`config.mk`:
```
export PLATFORM = sky130hd
export DESIGN_NAME = joy_serializer
export DESIGN_NICKNAME = d
export VERILOG_FILES = /design/src/rtl/joy_serializer.sv
export SDC_FILE = /design/constraint.sdc
export NUM_CORES = 1
export LEC_CHECK = 0
export CAP_MARGIN = 20
export CORE_UTILIZATION = 48
export CTS_CLUSTER_SIZE = 20
export DETAILED_ROUTE_END_ITERATION = 12
export PLACE_DENSITY = 0.77
export SLEW_MARGIN = 30
export SYNTH_ARGS = -nofsm -noshare
export SYNTH_HDL_FRONTEND = slang
export SYNTH_SLANG_ARGS = --single-unit
```
`constraint.sdc`:
```
create_clock -name clk -period 1.9 [get_ports clk]
set_input_delay 0.38 -clock clk [delete_from_list [all_inputs] [get_ports clk]]
set_output_delay 0.38 -clock clk [all_outputs]
set_load 0.01 [all_outputs]
```
`src/rtl/joy_serializer.sv`:
```
// Parallel-in/serial-out joystick board model: captures active-low buttons on joy_load, shifts MSB first on joy_clk.
// Latency: joy_data moves SYNC_STAGES+1 clk cycles after a joy_clk rise or a joy_load fall.
// Backpressure: none; the decoder paces the transfer and extra shifts beyond NBITS flag overrun.
module joy_serializer #(
    parameter int   NBITS       = 16,
    parameter logic FILL        = 1'b1,
    parameter int   SYNC_STAGES = 2
) (
    input  logic             clk,
    input  logic             rst_n,
    input  logic [NBITS-1:0] frame_in,
    input  logic             joy_clk,
    input  logic             joy_load,
    output logic             joy_data,
    output logic             frame_done,
    output logic [5:0]       bit_count,
    output logic             overrun
);

    localparam logic [5:0] NBITS_W = 6'(NBITS);

    logic [SYNC_STAGES-1:0] sclk_sync;
    logic [SYNC_STAGES-1:0] load_sync;
    logic                   sclk_prev;
    logic [NBITS-1:0]       shift_reg;

    logic sclk_s;
    logic load_s;
    logic sclk_rise;

    assign sclk_s    = sclk_sync[SYNC_STAGES-1];
    assign load_s    = load_sync[SYNC_STAGES-1];
    assign sclk_rise = sclk_s & ~sclk_prev;

    // Preset-to-one synchronizers: idle-high lines see no false edge or load after reset.
    always_ff @(posedge clk or negedge rst_n) begin
        if (!rst_n) begin
            sclk_sync <= '1;
            load_sync <= '1;
            sclk_prev <= 1'b1;
        end else begin
            sclk_sync <= {sclk_sync[SYNC_STAGES-2:0], joy_clk};
            load_sync <= {load_sync[SYNC_STAGES-2:0], joy_load};
            sclk_prev <= sclk_s;
        end
    end

    always_ff @(posedge clk or negedge rst_n) begin
        if (!rst_n) begin
            shift_reg  <= '1;
            bit_count  <= '0;
            frame_done <= 1'b0;
            overrun    <= 1'b0;
        end else if (!load_s) begin
            // Load wins over any shift edge; capture stays transparent while held low.
            shift_reg  <= frame_in;
            bit_count  <= '0;
            frame_done <= 1'b0;
            overrun    <= 1'b0;
        end else if (sclk_rise) begin
            shift_reg <= {shift_reg[NBITS-2:0], FILL};
            if (bit_count < NBITS_W) begin
                bit_count  <= bit_count + 6'd1;
                frame_done <= (bit_count == NBITS_W - 6'd1);
            end else begin
                frame_done <= 1'b0;
                overrun    <= 1'b1;
            end
        end else begin
            frame_done <= 1'b0;
        end
    end

    assign joy_data = shift_reg[NBITS-1];

endmodule

```
==> results of run 1 <==
## Yosys cell counts, types with 2 or more instances
library cell,instances
and2_1,3
nor2b_1,2
a21oi_1,16
dfstp_2,21
nor2_1,17
clkbuf_1,5
dfrtp_1,8
mux2i_1,18
o21a_1,3
nand2b_1,2
nand2_1,3
## power by group through the flow
stage          registers, µW  logic, µW  clock network, µW
2_1_floorplan            721       87.0                  0
3_3_place_gp             735        144                  0
3_5_place_dp             737        148                  0
4_1_cts                  727        149                393
5_1_grt                  733        162                420
6_report                 726        146                374
## kinds of logic (layout without fill, tap and decap cells)
kind of cell | after synthesis | after routing | share of synthesized area (%)
flip-flops | 29 | 29 | 60.10
multiplexers | 18 | 18 | 14.40
buffers and inverters | 7 | 38 | 3.000
AO/OA/AOI/OAI | 19 | 19 | 8.200
AND/OR/NAND/NOR | 30 | 30 | 12.60
adder cells (fa/ha/maj) | 1 | 1 | 0.9998
XOR/XNOR | 1 | 1 | 0.7001
## path summary, 6_finish.rpt
check                      cells past startpoint          start  slack, ns            to
setup / recovery                               1  shift_reg[15]       0.16      joy_data
hold / removal                                 0   load_sync[0]       0.36  load_sync[1]
setup reg to reg                               4   sclk_sync[1]       0.46  shift_reg[9]
hold reg to reg                                0   load_sync[0]       0.36  load_sync[1]
max in group asynchronous                      2          rst_n       1.15  shift_reg[2]
min in group asynchronous                      2          rst_n       0.43  bit_count[4]
## final cells by class
class | instances | area, µm²
fillers | 215 | 869.6
well taps | 30 | 37.54
multi-input cells | 69 | 464.2
clock buffers | 8 | 58.81
repair buffers | 30 | 295.3
flip-flops and latches | 29 | 752.0
## routing by layer
metal / share of wire [%] / wire [µm] / global-route usage, % / up-vias
met1: 45 / 941 / 19.55 / 389
met2: 50 / 1038 / 31.22 / 17
met4: 1.0 / 21 / 7.895 / 0
met3: 4.0 / 83 / 6.322 / 2
met5: 0 / 0 / 0 / -
li1: - / - / - / 418
## metrics by stage
| stage | setup slack, ns | hold WS, ns |
|---|---|---|
| finish | 0.1578 | 0.3607 |
| global route | 0.09969 | 0.3710 |
| CTS | 0.1346 | 0.3627 |
| detailed placement | 0.4830 | 0.3468 |
| global placement | 0.4943 | 0.3460 |
| floorplan | 0.5939 | 0.08441 |
==> results.py, run 1 <==
metrics = {
    "status": {
        "status": "finished, final reports clean",
    },
    "routing": {
        "routed_wirelength_um": 2085,
        "avgRoutedWirePerCell_um": 12.56,
        "drcViolationCount": 0,
        "vias": 826,
        "post_drt_via_cell_ratio": 4.976,
        "first_pass_iters": 4,
        "drt-initial-drc-count": 3,
        "antenna_left": 0,
    },
    "cts": {
        "holdBufCountCts": 0,
        "cts.sinks": 29,
        "clkLatencyLatePin_ns": 0.32,
        "htree_levels": 2,
        "cts_root_buf": "clkbuf_4",
        "path_clk_slew_ns": 0.08,
        "cts_tree": "built",
        "numCtsBuffers": 5,
        "clockBufferDepth": 2,
        "postCtsSetupRepairBufs": 0,
        "cts.repair.resized": 0,
    },
    "critical_path": {
        "required_ns": 1.52,
        "crit_buf_inv": 1,
        "cp_top_family": "flip-flops",
        "crit_type": "reg2out",
        "crit_chain": "clkdlybuf4s50_1",
        "end_kind": "output port",
        "arrival_ns": 1.36,
        "slowest_stage": "dfstp_2",
        "start_kind": "register",
        "cp_max_fo": 2,
        "critPathMaxStageDelay_ns": 0.54,
    },
    "pwr": {
        "swShare_pct": 22.91,
        "powerDensity_mw_per_mm2": 775.6,
        "ir_drop_mv": 0.6296,
        "power.leakage_uw": 0.0006756,
        "combPwrFrac_pct": 11.7,
        "switching_power_uw": 285.6,
        "seqPwrFrac_pct": 58.3,
        "power.total_uw": 1247,
        "internal_power_uw": 961.3,
        "p_clk_share_pct": 30.0,
    },
    "min_path": {
        "hold_class": "reg2reg",
    },
    "synthesis": {
        "synthTopCellsByArea": "dfstp_2, dfrtp_1, mux2i_1, a21oi_1, nor2_1",
        "synth.largest_area_cell": "dfstp_2",
        "syn-mean-instance-area_um2": 11.92,
        "synthArstFlopShare_pct": 100.0,
        "synth.yosys.seq_area_share_pct": 60.10,
        "yosysWarnings": 0,
        "synthFlopType": "dfstp_2",
        "synth_edf_count": 0,
        "synth_fp_nets": 126,
        "ys_ff_latch": 29,
        "yosys.area.top_type_share_pct": 44.10,
        "netlist_area_mm2": 0.001251,
        "synthCells": 105,
        "ys_types": 18,
    },
    "final_layout": {
        "mostFrequentLayoutCells": "clkdlybuf4s50_1, dfstp_2, mux2i_1",
        "area_delta_synth_final_pct": 28.50,
        "instances_no_fill": 166,
        "final_common_cell": "clkdlybuf4s50_1",
        "num_antenna_cells": 0,
        "drive_above_1_share_pct": 22.79,
        "nets": 156,
        "largest_reg_flops": 16,
        "stdcell_area_mm2": 0.001608,
        "fin_util_pct": 64.90,
    },
    "floorplan": {
        "die_area_mm2": 0.002815,
        "boundaryPins": 29,
        "chipHeight_um": 53.06,
        "die_w_um": 53.06,
        "start_util_pct": 50.51,
        "core-area_mm2": 0.002477,
        "fp-row-count": 18,
    },
    "place": {
        "gp_congestion": 0.6323,
        "hpwl_um": 1412,
        "place_area_mm2": 0.001549,
        "place_inst": 158,
        "io_buffers": 28,
    },
    "timing": {
        "finalHoldViolations": 0,
        "clock.fmax_ghz": 0.5740,
        "worst_slew_pin_slew_ns": 0.6741,
        "final_max_slew_viol_count": 0,
        "finClkSkew_ns": 0.01243,
        "maxSlewHeadroom_pct": 55.06,
        "rsz0062_at_grt": "false",
        "final.period_utilization_pct": 91.69,
        "setup_viol": 0,
        "tns_ns": 0,
        "fin_crit_ns": 1.742,
    },
    "flow_run": {
        "cap_viol_max_count": 0,
    },
    "global_routing": {
        "grt_pass1_wl_um": 3450,
        "grt_pass1_vias": 843,
        "track_usage_pct": 17.98,
        "grt-ovfl-total": 0,
        "antenna_found_initial": 0,
        "grt_max_degree": 43,
    },
}
Power figures use the tool's default switching activity.
==> inputs of run 2 (changes only) <==
--- a/config.mk
+++ b/config.mk
@@ -6,10 +6,11 @@
 export NUM_CORES = 1
 export LEC_CHECK = 0
 export CAP_MARGIN = 20
-export CORE_UTILIZATION = 48
+export CORE_UTILIZATION = 60
 export CTS_CLUSTER_SIZE = 20
 export DETAILED_ROUTE_END_ITERATION = 12
-export PLACE_DENSITY = 0.77
+export DONT_BUFFER_PORTS = 1
+export PLACE_DENSITY = 0.76
 export SLEW_MARGIN = 30
 export SYNTH_ARGS = -nofsm -noshare
 export SYNTH_HDL_FRONTEND = slang
==> run 2 against run 1 <==
Compared with the run above: hold slack got worse by 0.30 ns; final area fell by 17%; wire length fell by 7.1%; global-route usage up 1.1 points; critical path depth rose by 2; largest power group unchanged; critical endpoint is now frame_done; via count fell by 9.6%.
==> results.py, run 2 (synthesized netlist as in run 1, its figures left out) <==
metrics = {
    "timing": {
        "finalHoldViolations": 0,
        "rsz0062_at_grt": "false",
        "clock.fmax_ghz": 0.7176,
        "finClkSkew_ns": 0.007442,
        "fin_crit_ns": 1.394,
        "tns_ns": 0,
        "maxSlewHeadroom_pct": 56.05,
        "setup_viol": 0,
        "worst_slew_pin_slew_ns": 0.6592,
        "final.period_utilization_pct": 73.34,
        "final_max_slew_viol_count": 0,
    },
    "critical_path": {
        "cp_max_fo": 5,
        "start_kind": "register",
        "required_ns": 2.15,
        "r2r_slack_ns": 0.51,
        "end_kind": "register",
        "reg2reg_from": "bit_count[4]",
        "slowest_stage": "dfrtp_1",
        "arrival_ns": 1.65,
        "crit_type": "reg2reg",
        "crit_chain": "nor4b_4, and4_1, and2_1",
        "worstReg2RegEnd": "frame_done",
        "reg2regPathDepth": 3,
        "critPathMaxStageDelay_ns": 0.48,
    },
    "final_layout": {
        "nets": 129,
        "num_antenna_cells": 0,
        "mostFrequentLayoutCells": "dfstp_2, mux2i_1, nor2_1",
        "area_delta_synth_final_pct": 6.800,
        "stdcell_area_mm2": 0.001336,
        "final_common_cell": "dfstp_2",
        "drive_above_1_share_pct": 27.52,
        "largest_reg_flops": 16,
    },
    "min_path": {
        "hp-start": "joy_clk",
        "hold_class": "in2reg",
        "hold_end": "sclk_sync[0]",
        "hold_path_depth": 0,
    },
    "cts": {
        "holdBufCountCts": 2,
        "cts_root_buf": "clkbuf_4",
        "cts_tree": "built",
        "cts.repair.resized": 0,
        "cts.sinks": 29,
        "postCtsSetupRepairBufs": 0,
        "clockBufferDepth": 2,
        "path_clk_slew_ns": 0.08,
        "clkLatencyLatePin_ns": 0.31,
        "htree_levels": 2,
        "numCtsBuffers": 5,
    },
    "pwr": {
        "p_clk_share_pct": 29.0,
        "power.leakage_uw": 0.0005727,
        "power.total_uw": 1172,
        "internal_power_uw": 889.2,
        "switching_power_uw": 283.1,
        "swShare_pct": 24.15,
        "powerDensity_mw_per_mm2": 877.3,
        "ir_drop_mv": 0.6547,
        "seqPwrFrac_pct": 62.4,
        "combPwrFrac_pct": 8.6,
    },
    "routing": {
        "antenna_left": 0,
        "vias": 747,
        "drcViolationCount": 0,
        "first_pass_iters": 3,
        "routed_wirelength_um": 1938,
        "avgRoutedWirePerCell_um": 14.25,
        "drt-initial-drc-count": 1,
        "post_drt_via_cell_ratio": 5.493,
    },
    "floorplan": {
        "boundaryPins": 29,
        "die_area_mm2": 0.002272,
        "die_w_um": 47.67,
        "chipHeight_um": 47.67,
        "start_util_pct": 63.78,
        "core-area_mm2": 0.001962,
        "fp-row-count": 16,
    },
    "place": {
        "io_buffers": 0,
        "hpwl_um": 1263,
        "gp_congestion": 0.6743,
        "place_area_mm2": 0.001257,
    },
    "global_routing": {
        "grt_pass1_wl_um": 2794,
        "grt_max_degree": 43,
        "grt-ovfl-total": 0,
        "grt_pass1_vias": 682,
        "antenna_found_initial": 0,
        "track_usage_pct": 19.05,
    },
    "flow_run": {
        "cap_viol_max_count": 0,
    },
    "status": {
        "status": "finished, final reports clean",
    },
}
run 2: worst max path at each step:
stage	start	endpoint	slack, ns	depth (start not counted)
after detailed placement	bit_count[4]	frame_done	0.52	3
after CTS	bit_count[4]	frame_done	0.50	3
after global routing	bit_count[4]	frame_done	0.42	3
after global placement	bit_count[4]	frame_done	0.55	3
after floorplan	sclk_sync[1]	shift_reg[10]	0.59	5
final	bit_count[4]	frame_done	0.51	3
run 2: metrics by stage:
stage	hold WS, ns	instances	utilization, %	setup slack (ns)
3_3_place_gp	0.08488	126	64.09	0.5504
6_report	0.05702	136	68.11	0.5065
2_1_floorplan	0.08441	105	-	0.5939
4_1_cts	0.03758	136	68.11	0.4972
5_1_grt	0.03167	136	68.11	0.4167
3_5_place_dp	0.08492	126	64.09	0.5235
run 2: power groups by stage:
stage | sequential, µW | clock, µW | combinational, µW
2_1_floorplan | 721 | 0 | 87.0
3_3_place_gp | 738 | 0 | 79.8
3_5_place_dp | 742 | 0 | 84.1
4_1_cts | 732 | 355 | 102
5_1_grt | 738 | 377 | 114
6_report | 731 | 340 | 101
run 2: cell type report:
class,count,area (µm²)
Sequential cell,29,752.0
Fill cell,175,625.6
Multi-Input combinational cell,69,464.2
Clock buffer,8,48.80
Timing Repair Buffer,3,37.54
Tap cell,27,33.78
run 2: per-layer routing:
metal  part of all wire, %  vias to the layer above  track usage, %
met2                    48                       23           32.33
met1                    46                      353           19.51
met4                  0.98                        0           11.67
li1                      -                      369               -
met3                   4.8                        2           7.925
met5                     0                        -               0
run 2: worst max-delay path, delay by kind of cell (launching register included):
family | cells | cell delay (ns)
flops | 1 | 0.48
simple gates | 3 | 0.85
==> inputs of run 3 (changes only) <==
==> constraint.sdc (replaced) <==
create_clock -name clk -period 1.3 [get_ports clk]
set_input_delay 0.26 -clock clk [delete_from_list [all_inputs] [get_ports clk]]
set_output_delay 0.26 -clock clk [all_outputs]
set_load 0.01 [all_outputs]
==> run 3 against run 2 <==
Compared with the run above: the run now ends with negative setup slack left; first-iteration DRC count grew to 7.0 times the previous value; hold slack better by 0.00082 ns; combinational power up 80%; clock-buffer cell count did not move; sequential share of layout area is 3.4 points lower; utilization is 4.3 points higher; flip-flop and latch count is the same; sequential power is 44% higher; cell count is 4.4% higher.
==> results.py, run 3 (synthesized netlist as in run 1, its figures left out) <==
metrics = {
    "place": {
        "gp_congestion": 0.7146,
        "place_ws_ns": -0.01410,
        "hpwl_um": 1200,
        "io_buffers": 0,
    },
    "cts": {
        "cts.sinks": 29,
        "postCtsSetupRepairBufs": 0,
        "clockBufferDepth": 2,
        "cts_tree": "built",
        "clkLatencyLatePin_ns": 0.31,
        "numCtsBuffers": 5,
        "cts.repair.resized": 0,
        "cts_root_buf": "clkbuf_4",
        "path_clk_slew_ns": 0.08,
        "htree_levels": 2,
    },
    "pwr": {
        "power.total_uw": 1776,
        "ir_drop_mv": 0.9503,
        "power.leakage_uw": 0.0006162,
        "powerDensity_mw_per_mm2": 1250,
    },
    "final_layout": {
        "largest_reg_flops": 16,
        "drive_above_1_share_pct": 30.43,
        "final_common_cell": "dfstp_2",
        "num_antenna_cells": 0,
        "mostFrequentLayoutCells": "dfstp_2, mux2i_1, nor2_1",
        "area_delta_synth_final_pct": 13.60,
        "nets": 135,
    },
    "routing": {
        "vias": 761,
        "first_pass_iters": 4,
        "drcViolationCount": 0,
        "drt-initial-drc-count": 7,
        "routed_wirelength_um": 1814,
        "antenna_left": 0,
        "avgRoutedWirePerCell_um": 12.77,
        "post_drt_via_cell_ratio": 5.359,
    },
    "critical_path": {
        "cp_max_fo": 5,
        "required_ns": 1.55,
        "crit_type": "reg2reg",
        "reg2reg_from": "sclk_sync[1]",
        "critPathLaunch": "sclk_sync[1]",
        "start_kind": "register",
        "end_kind": "register",
        "arrival_ns": 1.56,
    },
    "timing": {
        "worst_slew_pin_slew_ns": 0.3611,
        "rsz0062_at_grt": "true",
        "fin_crit_ns": 1.311,
        "clock.fmax_ghz": 0.7630,
        "finClkSkew_ns": 0.01058,
        "final.period_utilization_pct": 100.8,
        "final_max_slew_viol_count": 0,
        "final.setup.worst_slack_ns": -0.01064,
        "setup_viol": 2,
        "maxSlewHeadroom_pct": 75.82,
        "finalHoldViolations": 0,
    },
    "min_path": {
        "hold_class": "in2reg",
        "hp-start": "frame_in[11]",
    },
    "floorplan": {
        "chipHeight_um": 47.67,
        "start_util_pct": 63.78,
        "die_area_mm2": 0.002272,
        "core-area_mm2": 0.001962,
        "die_w_um": 47.67,
        "fp-row-count": 16,
        "boundaryPins": 29,
    },
    "status": {
        "violations": "negative setup slack",
        "status": "complete, but fails checks",
    },
    "global_routing": {
        "grt_max_degree": 37,
        "antenna_found_initial": 0,
        "track_usage_pct": 18.39,
        "grt_pass1_wl_um": 2670,
        "grt_pass1_vias": 631,
        "grt-ovfl-total": 0,
    },
    "flow_run": {
        "cap_viol_max_count": 0,
    },
}
## run 3: cell count changes in the layout (fill, tap and decap cells not counted), sizes merged
cell,previous run,this run
dlygate4sd3,1,3
buf,2,6
## run 3: final cells by class
type,instances,area [µm²]
Timing Repair Buffer,9,112.6
Clock buffer,8,58.81
Sequential cell,29,752.0
Fill cell,154,540.5
Multi-Input combinational cell,69,464.2
Tap cell,27,33.78
## run 3: power breakdown
| part | total, µW | switching [µW] | internal (µW) |
|---|---|---|---|
| clock | 544 | 277 | 267 |
| sequential | 1050 | 40.7 | 1010 |
| combinational | 182 | 90.3 | 91.7 |
## run 3: worst max-delay path: stages, from the launching register on
cell	delay, ns
dfstp_2	0.54
nor4b_4	0.33
and4_1	0.26
and2_1	0.12
## run 3: path summary, 6_finish.rpt
check | slack (ns) | cells after the start | end
setup / recovery | -0.01 | 3 | frame_done
hold / removal | 0.06 | 2 | shift_reg[11]
setup reg to reg | -0.01 | 3 | frame_done
hold reg to reg | 0.36 | 0 | load_sync[1]
max in group asynchronous | 0.68 | 2 | shift_reg[0]
min in group asynchronous | 0.38 | 2 | bit_count[3]
## run 3: stage by stage
step / cells / setup TNS, ns / cell area, µm² / utilization, % / hold slack, ns
after CTS: 142 / -0.03324 / 1421 / 72.45 / 0.04513
after detailed placement: 130 / -0.01410 / 1313 / 66.90 / -0.03499
after floorplan: 105 / 0 / 1255 / - / -0.03559
final: 142 / -0.01503 / 1421 / 72.45 / 0.05783
after global placement: 130 / 0 / 1313 / 66.90 / -0.03493
after global routing: 142 / -0.3489 / 1421 / 72.45 / 0.04425
## run 3: routing by layer
metal / part of all wire [%] / track usage (%)
met1: 46 / 22.17
met2: 46 / 26.85
met3: 6.6 / 9.057
met4: 1.7 / 10.56
met5: 0 / 0
## run 3: repair_timing
action | 4_1_cts | 5_1_grt
endpoints found under the hold margin | 31 | 0
endpoints found under the setup margin | 2 | 14
hold buffers | 4 | 0
pin swaps | 2 | 4
